[src/rtl/t05_pkg.sv]
// Shared definitions for the codebook walker: FSM state set, NULL child tag
// and the child-field decode helper.
package t05_pkg;

  typedef enum logic [3:0] {
    S_IDLE  = 4'd0,
    S_FETCH = 4'd1,
    S_WAIT  = 4'd2,
    S_LEFT  = 4'd3,
    S_RIGHT = 4'd4,
    S_EMIT  = 4'd5,
    S_POP   = 4'd6,
    S_DONE  = 4'd7,
    S_ERR   = 4'd8
  } state_cb;

  typedef enum logic [1:0] {
    CH_LEAF = 2'd0,
    CH_NODE = 2'd1,
    CH_NULL = 2'd2
  } child_kind_e;

  localparam int CH_W_MAX = 32;

  // NULL tag for the default 9-bit child field: {2'b11, zeros}
  localparam logic [8:0] NULL_CHILD = 9'h180;

  function automatic logic [CH_W_MAX-1:0] null_child(input int ch_w);
    return CH_W_MAX'(3) << (ch_w - 2);
  endfunction

  function automatic child_kind_e child_kind(input logic [CH_W_MAX-1:0] c, input int ch_w);
    logic [CH_W_MAX-1:0] w_mask;
    logic [CH_W_MAX-1:0] w_cm;
    w_mask = (CH_W_MAX'(1) << ch_w) - CH_W_MAX'(1);
    w_cm   = c & w_mask;
    if ((w_cm >> (ch_w - 1)) == CH_W_MAX'(0)) begin
      return CH_LEAF;
    end else if (w_cm == null_child(ch_w)) begin
      return CH_NULL;
    end else begin
      return CH_NODE;
    end
  endfunction

endpackage

[src/rtl/t05_codebook_gen_stack.sv]
// Synchronous LIFO holding pending right subtrees; push/pop ignored when
// full/empty, clear wins over both.
module t05_cb_stack #(
  parameter int WIDTH = 16,
  parameter int DEPTH = 4
) (
  input  logic             i_clk,
  input  logic             i_nrst,
  input  logic             i_clr,
  input  logic             i_push,
  input  logic             i_pop,
  input  logic [WIDTH-1:0] i_data,
  output logic [WIDTH-1:0] o_top,
  output logic             o_empty,
  output logic             o_full
);

  localparam int AW  = (DEPTH > 1) ? $clog2(DEPTH) : 1;
  localparam int SPW = $clog2(DEPTH + 1);

  logic [WIDTH-1:0] r_mem [DEPTH];
  logic [SPW-1:0]   r_sp;
  logic [AW-1:0]    w_wr_idx;
  logic [AW-1:0]    w_top_idx;

  assign w_wr_idx  = AW'(r_sp);
  assign w_top_idx = AW'(r_sp - 1'b1);
  assign o_top     = r_mem[w_top_idx];
  assign o_empty   = (r_sp == SPW'(0));
  assign o_full    = (r_sp == SPW'(DEPTH));

  always_ff @(posedge i_clk or negedge i_nrst) begin
    if (!i_nrst) begin
      r_sp <= SPW'(0);
    end else if (i_clr) begin
      r_sp <= SPW'(0);
    end else if (i_push && !o_full) begin
      r_sp <= r_sp + 1'b1;
    end else if (i_pop && !o_empty) begin
      r_sp <= r_sp - 1'b1;
    end
  end

  always_ff @(posedge i_clk) begin
    if (i_push && !o_full && !i_clr) begin
      r_mem[w_wr_idx] <= i_data;
    end
  end

endmodule

[src/rtl/t05_codebook_gen.sv]
// Depth-first Huffman tree walker: fetches nodes over a variable-latency read
// handshake and streams one (symbol, code, length) record per leaf.
module t05_codebook_gen
  import t05_pkg::*;
#(
  parameter int SYM_W   = 8,
  parameter int NODE_AW = 7,
  parameter int ELEM_W  = 71,
  parameter int L_LSB   = 55,
  parameter int R_LSB   = 46,
  parameter int MAX_LEN = 128
) (
  input  logic                          i_clk,
  input  logic                          i_nrst,
  input  logic                          i_start,
  input  logic [NODE_AW-1:0]            i_root_idx,
  input  logic                          i_abort,
  output logic                          o_rd_req,
  output logic [NODE_AW-1:0]            o_rd_addr,
  input  logic                          i_rd_valid,
  input  logic [ELEM_W-1:0]             i_rd_data,
  output logic                          o_code_valid,
  input  logic                          i_code_ready,
  output logic [SYM_W-1:0]              o_code_sym,
  output logic [MAX_LEN-1:0]            o_code_bits,
  output logic [$clog2(MAX_LEN+1)-1:0]  o_code_len,
  output logic                          o_busy,
  output logic                          o_done,
  output logic                          o_err
);

  localparam int CH_W  = SYM_W + 1;
  localparam int LEN_W = $clog2(MAX_LEN + 1);
  localparam int STK_W = CH_W + LEN_W;

  state_cb              r_state, w_state;
  logic [NODE_AW-1:0]   r_node, w_node;
  logic [LEN_W-1:0]     r_len, w_len;
  logic [MAX_LEN-1:0]   r_code, w_code;
  logic [CH_W-1:0]      r_left, r_right;
  logic [SYM_W-1:0]     w_sym;
  logic                 w_push, w_pop, w_clr, w_launch;
  logic [STK_W-1:0]     w_top;
  logic [CH_W-1:0]      w_top_c;
  logic [LEN_W-1:0]     w_top_d;
  logic                 w_empty, w_full;
  child_kind_e          w_l_kind, w_r_kind, w_t_kind;
  logic                 w_unused_data;

  logic                 r_rd_req, r_code_valid, r_busy, r_done, r_err;
  logic [NODE_AW-1:0]   r_rd_addr;
  logic [SYM_W-1:0]     r_code_sym;
  logic [MAX_LEN-1:0]   r_code_bits;
  logic [LEN_W-1:0]     r_code_len;

  assign w_l_kind      = child_kind(CH_W_MAX'(r_left), CH_W);
  assign w_r_kind      = child_kind(CH_W_MAX'(r_right), CH_W);
  assign w_top_c       = w_top[STK_W-1 -: CH_W];
  assign w_top_d       = w_top[LEN_W-1:0];
  assign w_t_kind      = child_kind(CH_W_MAX'(w_top_c), CH_W);
  assign w_unused_data = ^i_rd_data;

  t05_cb_stack #(
    .WIDTH (STK_W),
    .DEPTH (MAX_LEN)
  ) u_stack (
    .i_clk   (i_clk),
    .i_nrst  (i_nrst),
    .i_clr   (w_clr),
    .i_push  (w_push),
    .i_pop   (w_pop),
    .i_data  ({r_right, r_len}),
    .o_top   (w_top),
    .o_empty (w_empty),
    .o_full  (w_full)
  );

  // Next-state, datapath and stack control for the walk.
  always_comb begin
    w_state  = r_state;
    w_node   = r_node;
    w_len    = r_len;
    w_code   = r_code;
    w_sym    = r_code_sym;
    w_push   = 1'b0;
    w_pop    = 1'b0;
    w_clr    = 1'b0;
    w_launch = 1'b0;
    if (i_abort) begin
      w_state = S_IDLE;
    end else begin
      case (r_state)
        S_IDLE, S_DONE, S_ERR: begin
          if (i_start) begin
            w_state  = S_FETCH;
            w_node   = i_root_idx;
            w_len    = '0;
            w_code   = '0;
            w_clr    = 1'b1;
            w_launch = 1'b1;
          end else begin
            w_state = r_state;
          end
        end
        S_FETCH: w_state = S_WAIT;
        S_WAIT: begin
          if (i_rd_valid) begin
            w_state = S_LEFT;
          end else begin
            w_state = S_WAIT;
          end
        end
        S_LEFT: begin
          if ((w_r_kind != CH_NULL) && w_full) begin
            w_state = S_ERR;
          end else begin
            w_push = (w_r_kind != CH_NULL);
            case (w_l_kind)
              CH_NULL: w_state = S_POP;
              CH_LEAF, CH_NODE: begin
                if (r_len == LEN_W'(MAX_LEN)) begin
                  w_state = S_ERR;
                  w_push  = 1'b0;
                end else begin
                  w_len  = r_len + 1'b1;
                  w_code = {r_code[MAX_LEN-2:0], 1'b0};
                  if (w_l_kind == CH_LEAF) begin
                    w_state = S_EMIT;
                    w_sym   = r_left[SYM_W-1:0];
                  end else begin
                    w_state = S_FETCH;
                    w_node  = r_left[NODE_AW-1:0];
                  end
                end
              end
              default: w_state = S_ERR;
            endcase
          end
        end
        S_POP: begin
          if (w_empty) begin
            w_state = S_DONE;
          end else begin
            // Drop the bits below the branch point, then take its right edge.
            w_pop  = 1'b1;
            w_len  = w_top_d + 1'b1;
            w_code = ((r_code >> (r_len - w_top_d)) << 1'b1) | {{(MAX_LEN-1){1'b0}}, 1'b1};
            if (w_t_kind == CH_LEAF) begin
              w_state = S_EMIT;
              w_sym   = w_top_c[SYM_W-1:0];
            end else begin
              w_state = S_FETCH;
              w_node  = w_top_c[NODE_AW-1:0];
            end
          end
        end
        S_EMIT: begin
          if (i_code_ready) begin
            w_state = S_POP;
          end else begin
            w_state = S_EMIT;
          end
        end
        default: w_state = S_IDLE;
      endcase
    end
  end

  // State, datapath and registered outputs derived from the next state.
  always_ff @(posedge i_clk or negedge i_nrst) begin
    if (!i_nrst) begin
      r_state      <= S_IDLE;
      r_node       <= '0;
      r_len        <= '0;
      r_code       <= '0;
      r_left       <= '0;
      r_right      <= '0;
      r_rd_req     <= 1'b0;
      r_rd_addr    <= '0;
      r_code_valid <= 1'b0;
      r_code_sym   <= '0;
      r_code_bits  <= '0;
      r_code_len   <= '0;
      r_busy       <= 1'b0;
      r_done       <= 1'b0;
      r_err        <= 1'b0;
    end else begin
      r_state      <= w_state;
      r_node       <= w_node;
      r_len        <= w_len;
      r_code       <= w_code;
      r_rd_req     <= (w_state == S_FETCH);
      r_code_valid <= (w_state == S_EMIT);
      r_busy       <= (w_state != S_IDLE) && (w_state != S_DONE) && (w_state != S_ERR);
      if ((r_state == S_WAIT) && (w_state == S_LEFT)) begin
        r_left  <= i_rd_data[L_LSB +: CH_W];
        r_right <= i_rd_data[R_LSB +: CH_W];
      end
      if (w_state == S_FETCH) begin
        r_rd_addr <= w_node;
      end
      if ((w_state == S_EMIT) && (r_state != S_EMIT)) begin
        r_code_sym  <= w_sym;
        r_code_bits <= w_code;
        r_code_len  <= w_len;
      end
      if (w_launch) begin
        r_done <= 1'b0;
        r_err  <= 1'b0;
      end else begin
        if (w_state == S_DONE) r_done <= 1'b1;
        if (w_state == S_ERR)  r_err  <= 1'b1;
      end
    end
  end

  assign o_rd_req     = r_rd_req;
  assign o_rd_addr    = r_rd_addr;
  assign o_code_valid = r_code_valid;
  assign o_code_sym   = r_code_sym;
  assign o_code_bits  = r_code_bits;
  assign o_code_len   = r_code_len;
  assign o_busy       = r_busy;
  assign o_done       = r_done;
  assign o_err        = r_err;

endmodule
[config.mk]
export PLATFORM = sky130hd
export DESIGN_NAME = t05_codebook_gen
export DESIGN_NICKNAME = d
export VERILOG_FILES = /design/src/rtl/t05_pkg.sv /design/src/rtl/t05_codebook_gen_stack.sv /design/src/rtl/t05_codebook_gen.sv
export SDC_FILE = /design/constraint.sdc
export NUM_CORES = 2
export LEC_CHECK = 0
export ABC_AREA = 1
export CAP_MARGIN = 30
export CORE_ASPECT_RATIO = 2
export CORE_MARGIN = 5
export CORE_UTILIZATION = 54
export DETAILED_ROUTE_END_ITERATION = 12
export PLACE_DENSITY = 0.71
export RECOVER_POWER = 100
export SLEW_MARGIN = 20
export SYNTH_ARGS = -nofsm -noshare
export SYNTH_HDL_FRONTEND = slang
export SYNTH_SLANG_ARGS = --single-unit
[constraint.sdc]
create_clock -name i_clk -period 6.7 [get_ports i_clk]
set_input_delay 1.675 -clock i_clk [delete_from_list [all_inputs] [get_ports i_clk]]
set_output_delay 1.675 -clock i_clk [all_outputs]
set_load 0.1 [all_outputs]
==> impl_metrics.toml <==
[run_status]
status = "finished with violations"
failed_checks = "capacitance limit, slew limit, setup timing"

[die]
chipWidth_um = 332
dieHeight_um = 654
rows = 236
io_pins = 240
core_area_sq_mm = 0.206
dieArea_sq_mm = 0.217
initial_core_util_pct = 54.3

[clocking]
clock_latency_ns = 0.91
root_buffer = "clkbuf_16"
cts-htree-levels = 4
postCtsSetupBuffers = 0
clk_pin_slew_worst_paths_ns = 0.06
cts-buffers-inserted = 213
cts_buffer_depth = 4
tritoncts = "built"
clock_sinks = 2505

[global_routing]
grt_pass1_wl_um = 579000
track_usage_pct = 36.5
gr-total-overflow = 0
grt_max_degree = 139
grt_pass1_vias = 84300
antenna_found_initial = 19

[routing]
vias = 87200
dr.pass1.iters = 9
wl_um = 408000
vias_per_cell = 6.16
ant_nets = 0
avgRoutedWirePerCell_um = 28.8
drtIter0Drc = 9577
drc = 0

[sta]
setup_viol = 24
slew_headroom_pct = -214
skew_ns = 0.0768
worst_slack_ns = -0.0686
hold_viol = 0
clock.fmax_mhz = 148
fin_crit_ns = 6.77
fin_tns_setup_ns = -0.756
fin_crit_sh_pct = 101
drv_slew = 2141
rsz0062_at_grt = "false"
worstMarginPinSlew_ns = 4.70

[critical_path]
critPathCaptureType = "flop"
critical_path_arrival_ns = 7.52
path_cells = "inv_1 -> nor2_1 -> nand4_1 -> inv_1 -> nor2_1 -> inv_1 -> nand2_1 -> nand2_1 -> nand2_2 -> nor2_1 -> inv_1 -> buf_4 -> a22oi_1 -> o21ai_0 -> nand2_1 -> nand2_1"
cpPeakStageDelay_ns = 1.84
cp.required_ns = 7.45
crit_path_top_delay_cell = "dfrtp_1"
crit_fanout = 47
startpoint_type = "flop"
critPathTopFamily = "simple AND/OR/NAND/NOR gates"
crit_buf_inv = 5
critPathKind = "reg -> reg"

[final_layout]
finalInstanceArea_sq_mm = 0.128
drive_gt1_share_pct = 10.6
synthToLayoutAreaGrowth_pct = 14.4
final_common_cell = "nand2_1"
fin_nets = 11300
finish.utilization_pct = 62.1
mostFrequentLayoutCells = "nand2_1 (2858), edfxtp_1 (2176), nand3_1 (1935)"

[synthesis]
async_reset_ff_share_pct = 13.1
ys_warn_count = 0
synth_area_sq_mm = 0.112
yosys.area_share.adder_pct = 0.174
synth_cell_types = 56
synth_top_area_share_pct = 58.3
yosys.area_share.simple_pct = 21.7
synth_xor_area_share_pct = 0.150
yosys_most_used_dff = "edfxtp_1"
muxShareOfSynthArea_pct = 0.877
synth_edf_count = 2176
netlist_instances = 10800
synth-seq-cells = 2505
synth.yosys.seq_area_share_pct = 65.7
synth_area_leaders = "edfxtp_1 (58%), nand2_1 (9.6%), nand3_1 (8.7%)"
syn_nets = 10900
syn_area_per_cell_sq_um = 10.4
synth_compound_gate_area_share_pct = 7.24
yosysTopAreaCell = "edfxtp_1"
synth_top_family_by_area = "simple AND/OR/NAND/NOR gates"

[run]
drv_cap = 38

[placed_design]
place_area_sq_mm = 0.122
place_hpwl_um = 278000
finalWeightedCongestion = 1.07
io_buffers = 186

[worst_hold_path]
holdCritPathClass = "reg -> reg"
## cell usage after synthesis (2+ instances only)
library cell	instances
nand2_1	2865
edfxtp_1	2176
nand3_1	1942
nor2_1	773
o21ai_0	720
buf_2	336
dfrtp_1	329
clkbuf_1	266
o22ai_1	258
inv_1	234
mux2i_1	88
a21oi_1	78
buf_4	77
o21ai_1	69
a221oi_1	60
a22oi_1	57
a31oi_1	55
buf_1	53
or2_2	45
o211ai_1	38
a21boi_1	36
a21boi_0	25
nand4_1	24
inv_2	22
buf_6	18
ha_1	14
nor3_1	14
nand3_2	10
or2_1	10
xor2_1	10
nor2_2	9
a211oi_1	8
mux2_2	8
nand2_2	8
nor4_1	5
and2_1	4
nor3_2	4
nand3b_1	3
nor2_4	2
xor2_4	2
## flip-flops by register name, summed over array words and instances (netlist names)
signal / cells
u_stack.r_mem: 2176
o_code_bits: 128
r_code: 128
r_left: 9
r_right: 9
o_code_len: 8
o_code_sym: 8
r_len: 8
u_stack.r_sp: 8
o_rd_addr: 7
r_node: 7
r_state: 4
o_busy: 1
o_code_valid: 1
o_done: 1
o_err: 1
o_rd_req: 1
## cell families after synthesis
kind of cell	after synthesis
compound gates	1411
xor+xnor	14
fa+ha+maj	15
buf+inv	1008
flops	2505
mux	97
simple gates	5721
## tightest hold or removal path, delay by kind of cell, from the launching register on
family | cells | cell delay (ns)
and+or+nand+nor | 2 | 0.10
DFF | 1 | 0.33
## layer usage
metal	global-route usage [%]	part of all wire, %	vias to the layer above
li1	-	-	38900
met1	38.4	32	42500
met2	62.3	49	4482
met3	5.59	7.0	1316
met4	34.6	12	8
met5	0	0.011	-
## what timing repair did
action / CTS / global route
gates resized for setup: 0 / 30
endpoints found under the setup margin: 0 / 108
hold buffers: 0 / 0
## through the flow
stage	setup WS, ns	hold WS (ns)	std cells
finish	-0.0686	0.473	14200
detailed placement	0.00715	0.466	13800
CTS	0.00643	0.483	14100
global route	0.00665	0.494	14200
global placement	0.0779	0.465	13700
floorplan	0.878	0.488	10800
## final timing paths
kind / from / to / slack, ns / depth (start not counted)
max in group asynchronous: i_nrst / r_len[6] / 0.91 / 2
min in group asynchronous: i_nrst / o_rd_addr[4] / 2.61 / 1
setup reg to reg: r_right[7] / o_code_bits[40] / -0.07 / 16
hold reg to reg: o_code_bits[125] / o_code_bits[125] / 0.47 / 2
hold / removal: o_code_bits[125] / o_code_bits[125] / 0.47 / 2
setup / recovery: r_right[7] / o_code_bits[40] / -0.07 / 16
## cell type report
| class | count | area [sq um] |
|---|---|---|
| fill | 16500 | 78200 |
| tap | 2737 | 3420 |
| multi-input combinational | 7258 | 34000 |
| timing repair buffer | 1009 | 9300 |
| clock inverter | 125 | 1180 |
| clock buffer | 258 | 5620 |
| sequential | 2505 | 73600 |
| inverter | 257 | 1010 |
| antenna | 13 | 32.5 |
Power is left out: the tool's default activity adds up to more than one toggle a clock period on the data nets, which glitch-free logic cannot reach.
